File: config.mk
export PLATFORM = sky130hd
export DESIGN_NAME = sw_rr_n_flat
export DESIGN_NICKNAME = d
export VERILOG_FILES = /design/src/rtl/sw_rr_n_if.sv /design/src/rtl/sw_rr_n.sv /design/src/flat_wrapper.sv
export SDC_FILE = /design/constraint.sdc
export NUM_CORES = 1
export LEC_CHECK = 0
export CELL_PAD_IN_SITES_DETAIL_PLACEMENT = 1
export CELL_PAD_IN_SITES_GLOBAL_PLACEMENT = 2
export CORE_MARGIN = 10
export CORE_UTILIZATION = 45
export CTS_BUF_LIST = sky130_fd_sc_hd__clkbuf_8
export DETAILED_ROUTE_END_ITERATION = 10
export PLACE_DENSITY_LB_ADDON = 0.12
export SYNTH_ARGS = -nofsm -noshare
export SYNTH_HDL_FRONTEND = slang
export SYNTH_SLANG_ARGS = --single-unit
File: constraint.sdc
create_clock -name clk -period 9.7 [get_ports clk]
set_clock_uncertainty 0.15 [all_clocks]
set_input_delay 1.94 -clock clk [delete_from_list [all_inputs] [get_ports clk]]
set_output_delay 1.94 -clock clk [all_outputs]
set_load 0.02 [all_outputs]
File: src/rtl/sw_rr_n_if.sv
// sw_rr_n_if: packet bus bundle for the N-port round-robin switch
// in_pkt/out_rdy driven by the master (traffic side), in_full/out_pkt/drop_cnt by the slave (switch)
interface sw_rr_n_if #(
    parameter int N  = 4,
    parameter int W  = 16,
    parameter int CW = 8
);
    logic [N*W-1:0]  in_pkt;
    logic [N-1:0]    in_full;
    logic [N*W-1:0]  out_pkt;
    logic [N-1:0]    out_rdy;
    logic [N*CW-1:0] drop_cnt;
    modport master (output in_pkt, out_rdy, input in_full, out_pkt, drop_cnt);
    modport slave (input in_pkt, out_rdy, output in_full, out_pkt, drop_cnt);
endinterface

File: src/rtl/sw_rr_n.sv
// sw_rr_n: N-port self-routed packet switch, per-input FIFOs, per-output round-robin, registered crossbar
// clk, rst (sync active-high); bus.in_pkt[k*W +: W] inputs, bus.in_full[k] FIFO full,
// bus.out_pkt[j*W +: W] registered outputs, bus.out_rdy[j] grant enable, bus.drop_cnt[k*CW +: CW] saturating drops
module sw_rr_n #(
    parameter int N     = 4,
    parameter int W     = 16,
    parameter int DEPTH = 4,
    parameter int CW    = 8
) (
    input logic       clk,
    input logic       rst,
    sw_rr_n_if.slave  bus
);
    localparam int PW = $clog2(N);
    localparam int AW = $clog2(DEPTH);

    logic [W-1:0]  mem [N][DEPTH];
    logic [AW-1:0] wp [N];
    logic [AW-1:0] rp [N];
    logic [AW:0]   cnt [N];
    logic [CW-1:0] drops [N];
    logic [PW-1:0] ptr [N];
    logic [W-1:0]  out_q [N];
    logic [W-1:0]  head [N];
    logic [PW-1:0] gi [N];
    logic [N-1:0]  gv, full, nonempty, valid, push, pop;

    always_comb begin
        for (int k = 0; k < N; k++) begin
            head[k]     = mem[k][rp[k]];
            full[k]     = cnt[k] == (AW+1)'(DEPTH);
            nonempty[k] = cnt[k] != '0;
            valid[k]    = bus.in_pkt[k*W+W-1];
            push[k]     = valid[k] && !full[k];
        end
    end

    // Scan from lowest to highest priority so the last hit is the requester nearest ptr+1.
    always_comb begin
        pop = '0;
        for (int j = 0; j < N; j++) begin
            gv[j] = 1'b0;
            gi[j] = ptr[j];
            if (bus.out_rdy[j])
                for (int i = N; i >= 1; i--) begin
                    automatic logic [PW-1:0] idx = ptr[j] + PW'(i);
                    if (nonempty[idx] && head[idx][W-2 -: PW] == PW'(j)) begin
                        gv[j] = 1'b1;
                        gi[j] = idx;
                    end
                end
            if (gv[j]) pop[gi[j]] = 1'b1;
        end
    end

    always_ff @(posedge clk) begin
        if (rst) begin
            for (int k = 0; k < N; k++) begin
                wp[k]    <= '0;
                rp[k]    <= '0;
                cnt[k]   <= '0;
                drops[k] <= '0;
                ptr[k]   <= PW'(N-1);
                out_q[k] <= '0;
            end
        end else begin
            for (int k = 0; k < N; k++) begin
                if (push[k]) begin
                    mem[k][wp[k]] <= bus.in_pkt[k*W +: W];
                    wp[k]         <= wp[k] + 1'b1;
                end
                if (pop[k]) rp[k] <= rp[k] + 1'b1;
                cnt[k] <= cnt[k] + (AW+1)'(push[k]) - (AW+1)'(pop[k]);
                if (valid[k] && full[k] && drops[k] != '1) drops[k] <= drops[k] + 1'b1;
            end
            for (int j = 0; j < N; j++) begin
                out_q[j] <= gv[j] ? head[gi[j]] : '0;
                if (gv[j]) ptr[j] <= gi[j];
            end
        end
    end

    assign bus.in_full = full;

    for (genvar j = 0; j < N; j++) begin : g_out
        assign bus.out_pkt[j*W +: W]    = out_q[j];
        assign bus.drop_cnt[j*CW +: CW] = drops[j];
    end
endmodule

File: src/flat_wrapper.sv
// flat-port wrapper written by rule: the top's interface ports become plain ports
module sw_rr_n_flat 
#(
    parameter int N     = 4,
    parameter int W     = 16,
    parameter int DEPTH = 4,
    parameter int CW    = 8
)
  (clk, rst, bus_in_pkt, bus_out_rdy, bus_in_full, bus_out_pkt, bus_drop_cnt);
  sw_rr_n_if #(.N(N), .W(W), .CW(CW)) bus_i ();
  input logic clk;
  input logic rst;
  input wire logic [$bits(bus_i.in_pkt)-1:0] bus_in_pkt;
  input wire logic [$bits(bus_i.out_rdy)-1:0] bus_out_rdy;
  output wire logic [$bits(bus_i.in_full)-1:0] bus_in_full;
  output wire logic [$bits(bus_i.out_pkt)-1:0] bus_out_pkt;
  output wire logic [$bits(bus_i.drop_cnt)-1:0] bus_drop_cnt;
  assign bus_i.in_pkt = bus_in_pkt;
  assign bus_i.out_rdy = bus_out_rdy;
  assign bus_in_full = bus_i.in_full;
  assign bus_out_pkt = bus_i.out_pkt;
  assign bus_drop_cnt = bus_i.drop_cnt;
  sw_rr_n #(.N(N), .W(W), .DEPTH(DEPTH), .CW(CW)) u_core (.clk(clk), .rst(rst), .bus(bus_i));
endmodule
# Word-level counts from Yosys, hierarchy flattened
# Memories as Yosys holds them, arrays and structs flattened.
# Index checks and enable logic that the tools add are counted.
# op_classes
addsub	32
n_lt_le_gt_ge	56
eq_ne	20
n_mux	243
bitwise_logic	55
n_reduce_logical	48
# op_table
operator	count
16-bit binary-select mux with 2-bit select	24
15-bit 2-to-1 mux	32
16-bit 2-to-1 mux	28
64-bit 2-to-1 mux	4
16-bit demux with 2-bit select	4
1-bit 2-to-1 mux	91
3-bit >= comparator (second input constant)	28
2-bit inverter with 3-bit output	28
2-bit by 3-bit < comparator with 1-bit output (second input constant)	20
2-bit 2-to-1 mux	28
1-bit logical AND	36
8-bit by 1-bit adder with 8-bit output (second input constant)	4
1-bit binary-select mux with 2-bit select	16
8-bit 2-to-1 mux	4
8-bit != test (second input constant)	4
2-bit by 1-bit adder with 2-bit output (second input constant)	12
1-bit bitwise OR	24
2-bit adder (second input constant)	8
2-bit == test (second input constant)	8
4-bit 2-to-1 mux	4
3-bit by 1-bit adder with 3-bit output	4
3-bit == test (second input constant)	4
3-bit by 1-bit < comparator with 1-bit output (second input constant)	4
3-bit 2-to-1 mux	4
8 further kinds	31
# word_totals
regBits	0
ramBits	388
out_inout_bits	100
elab_cells	461
n_memories	7
# memory_table
memory	words	word_bits	rd	rd_ports_with_merged_regs	write_ports	line	source
u_core.mem	4	64	4	0	4	sw_rr_n.sv:17	logic [W-1:0] mem [N][DEPTH];
u_core.out_q	4	16	4	0	4	sw_rr_n.sv:23	logic [W-1:0] out_q [N];
u_core.drops	4	8	4	0	4	sw_rr_n.sv:21	logic [CW-1:0] drops [N];
u_core.cnt	4	3	4	0	4	sw_rr_n.sv:20	logic [AW:0] cnt [N];
u_core.ptr	4	2	4	0	4	sw_rr_n.sv:22	logic [PW-1:0] ptr [N];
u_core.rp	4	2	4	0	4	sw_rr_n.sv:19	logic [AW-1:0] rp [N];
1 more memories	n/a	n/a	n/a	n/a	n/a	n/a	

# Longest topological paths before layout
# An unclocked memory read counts as a cell.
# depth
ltp_word	29
depth_mapped	18
mapped_depth_nobuf	16

# Least setup slack after synthesis
# OpenSTA, ideal clock, no wires.
# synth_path
path_type	input -> register
start	input bus_out_rdy[2]
end	memory u_core.cnt[0][11] (netlist name)
setup_ps	129
t_arrival_ps	4437
path_slack_ps	4984
cell_stages	13
cell_sequence	or3b_1 -> a32o_1 -> buf_2 -> nor3b_1 -> nor4_2 -> inv_1 -> ha_1 -> inv_1 -> ha_1 -> fa_1 -> xnor2_1 -> xnor2_1 -> nor2_1
# synth_rtl
element	line	source
from (decl)	flat_wrapper.sv:14	input wire logic [$bits(bus_i.out_rdy)-1:0] bus_out_rdy;
to (decl)	sw_rr_n.sv:20	

==> metrics.md <==
| Metric | Value |
|---|---|
| Status | `completed` |
| Biggest cell delay along the critical path | `approximately 0.96 ns` |
| Synth warn | `0` |
| Total GRT Usage | `19.6%` |
| CP Capture Type | `flip-flop` |
| RePlAce Congestion | `0.821` |
| Max-Cap Viols | `0` |
| Fin nets | `about 1500` |
| CP max FO | `33` |
| Mean post-synth cell area | `14.4 um^2` |
| Cell area power density | `253 nW/um^2` |
| Util after Layout | `between 50 and 60%` |
| Die extent in y | `217 um` |
| First-pass GRT wire length | `just over 70 mm` |
| Vias per inst | `5.51` |
| Total power | `5.25 mW` |
| Final Non-Filler Cells | `1968` |
| DR vias | `between 10000 and 15000` |
| CTS root buf | `clkbuf_8` |
| RSZ-0062 raised after global routing | `no` |
| Worst-Skew Late Latency | `0.64 ns` |
| Top-count cell post-synth | `edfxtp_1` |
| Worst hold path depth | `2` |
| CP Class | `in -> reg` |
| Post_cts resized | `0` |
| Drt initial violations | `between 600 and 700` |
| Hold_buf cts | `0` |
| Async SR Flop Fraction | `0%` |
| Final wirelength | `between 40 and 50 mm` |
| Die X | `approximately 220 um` |
| Post-synth top area share | `53.6%` |
| # setup viols final | `0` |
| Top FF cell, synth | `edfxtp_1` |
| Layout cells sized above 1 | `13.5%` |
| Top cells by area, synth | `edfxtp_1 54%, mux4_2 8.8%, dfxtp_1 8.7%` |
| CTS tree | `built` |
| Clock Tree Buf Depth | `3` |
| Synth cell types | `78` |
| H-tree levels | `2` |
| Crit path depth | `14` |
| DIE AREA | `47200 um^2` |
| Count of flip-flops with a built-in enable after synthesis | `approximately 310` |
| Worst-path clk slew | `0.06 ns` |
| Hold Path Class | `reg -> reg` |
| Crit path required time | `10.05 ns` |
| Yosys reg bits | `roughly 390` |
| Area grow syn2layout | `18.9%` |
| Final Hold Fails | `0` |
| Final period utilization | `56.5%` |
| Setup TNS | `0 ns` |
| FILL cells | `between 3000 and 4000` |
| Worst path buffer plus inverter count | `3` |
| GRT overflow | `0` |
| Port bufs | `169` |
| CP arrival | `~5.8 ns` |
| Final setup margin | `4.22 ns` |
| Core area | `38600 um^2` |
| Post-detail-place hpwl | `33.4 mm` |
| Reg2reg path depth | `16` |
| Number of global-route vias before repair | `11600` |
| CTS Buf Count | `60` |
| Placed instance count | `1853` |
| Rows | `72` |
| Post-Syn Instances | `around 1200` |
| Mean routed wirelength per cell | `23.6 um` |
| Commonest cells in the netlist | `312 x edfxtp_1, 91 x mux2i_1, 77 x nor2_1` |
| CP top delay family | `compound AO/OA/AOI/OAI gates` |
| Pre-CTS WS | `3.56 ns` |
| Max Slew Vio Count | `0` |
| Register area share after synthesis | `62.3%` |
| Postcts setup bufs | `0` |
| DRT Pass-1 Iters | `6` |
| Drc violations | `0` |
| Slew of the pin with the lowest slew margin | `1.17 ns` |
| Crit path launch type | `primary input` |
| Starting density of the core | `45.4%` |
| Leak | `7.33 nW` |
| Fin crit period | `5.48 ns` |
| Synthesized cell area | `17500 um^2` |
| Slowest-stage cell, CP | `a32o_2` |
| Peak VDD IR | `approximately 0.12 mV` |
| Fmax achieved | `183 MHz` |
| Largest net degree at the start of global routing | `54` |
| Cells along the critical path | `clkdlybuf4s50_1, o31ai_1, nand2b_1, a32o_2, nor3_1, nor4_2, inv_1, ha_1, inv_1, ha_1, fa_1, xnor2_1, xnor2_1, nor2_1` |
| Clock sink count | `388` |
| Antenna violations before repair | `1` |
| Leading area contributor after synthesis | `edfxtp_1` |
| I/O Pins | `170` |
| Rel. slew slack | `22.3%` |
| Routed Antenna Nets | `0` |
-- stage by stage --
step                      hold slack [ns]  cell area [um^2]
after floorplan                     0.371             17500
after global placement              0.403             19600
after detailed placement            0.422             19600
after CTS                           0.436             20800
after global routing                0.465             20800
final                               0.432             20800
-- cells by family (layout without fill, tap and decap cells) --
| family | after synthesis | in the layout | share of synthesized area, % |
|---|---|---|---|
| other | 1 | 5 | 0.0214 |
| AND/OR/NAND/NOR | 354 | 354 | 10.6 |
| adder cells (fa/ha/maj) | 32 | 32 | 2.46 |
| flip-flops | 388 | 388 | 62.3 |
| buffers and inverters | 104 | 339 | 2.78 |
| AO/OA/AOI/OAI | 132 | 132 | 5.80 |
| XOR/XNOR | 36 | 36 | 1.80 |
| multiplexers | 164 | 164 | 14.3 |
-- worst register-to-register path: stages (launching register included) --
cell and delay [ns]:
edfxtp_1 0.98, mux4_2 0.68, and2_1 0.23, a221oi_1 0.40, mux2i_4 0.11, buf_4 0.32, nor2b_1 0.23, a2111oi_2 0.58
inv_1 0.10, ha_1 0.29, inv_1 0.06, ha_1 0.14, inv_1 0.05, fa_1 0.39, xor2_1 0.20, xnor2_1 0.16
nor2_1 0.06
-- cells in the final DEF (no fill, tap or decap), types with 6 or more instances in the layout --
cell type / n
a21oi_1: 17
a222oi_1: 6
a22oi_1: 8
and2_1: 28
and3_1: 26
buf_4: 12
clkbuf_8: 63
clkdlybuf4s50_1: 168
clkinv_1: 8
clkinv_2: 9
dfxtp_1: 76
edfxtp_1: 312
ha_1: 28
inv_1: 70
mux2i_1: 90
mux4_2: 68
nand2_1: 69
nand2b_1: 48
nand3_1: 24
nor2_1: 77
nor2b_1: 17
nor3_1: 21
nor3b_1: 6
o211ai_1: 8
o21ai_0: 8
o22ai_1: 33
or2_2: 8
or3_1: 9
xnor2_1: 19
xor2_1: 17
-- report_power, final --
part	switching [mW]	internal [mW]
clock network	0.632	0.686
logic	1.09	0.752
registers	0.107	1.99
total	1.83	3.43
-- worst paths after layout --
check / startpoint / end / slack [ns]
setup / recovery: bus_out_rdy[2] / u_core.cnt[0][5] / 4.22
hold / removal: u_core.cnt[0][4] / u_core.cnt[0][5] / 0.43
setup reg to reg: u_core.rp[1][1] / u_core.cnt[0][2] / 4.46
hold reg to reg: u_core.cnt[0][4] / u_core.cnt[0][5] / 0.43
-- flip-flops by register name (all words and copies together), names as in the netlist --
register,cells
u_core.mem,256
u_core.out_q,64
u_core.rp,8
u_core.drops,32
u_core.wp,8
u_core.cnt,12
u_core.ptr,8
-- metal layers --
metal	wire length, um	global-route usage [%]	vias up	part of all wire, %
li1	-	-	4991	-
met1	20300	26.0	5514	44
met2	22300	32.0	279	48
met3	2890	4.83	67	6.2
met4	808	4.99	2	1.7
met5	13	0	-	0.028
-- cell type report --
cell class / count / area [um^2] / share of cell area (%)
diodes: 1 / 2.50 / 0.0120
flip-flops and latches: 388 / 10900 / 52.4
well taps: 518 / 648 / 3.12
clock inverters: 51 / 305 / 1.47
multi-input cells: 722 / 6150 / 29.6
repair buffers: 181 / 1780 / 8.54
inverters: 44 / 165 / 0.794
clock buffers: 63 / 867 / 4.17
(Power assumes the default switching activity.)
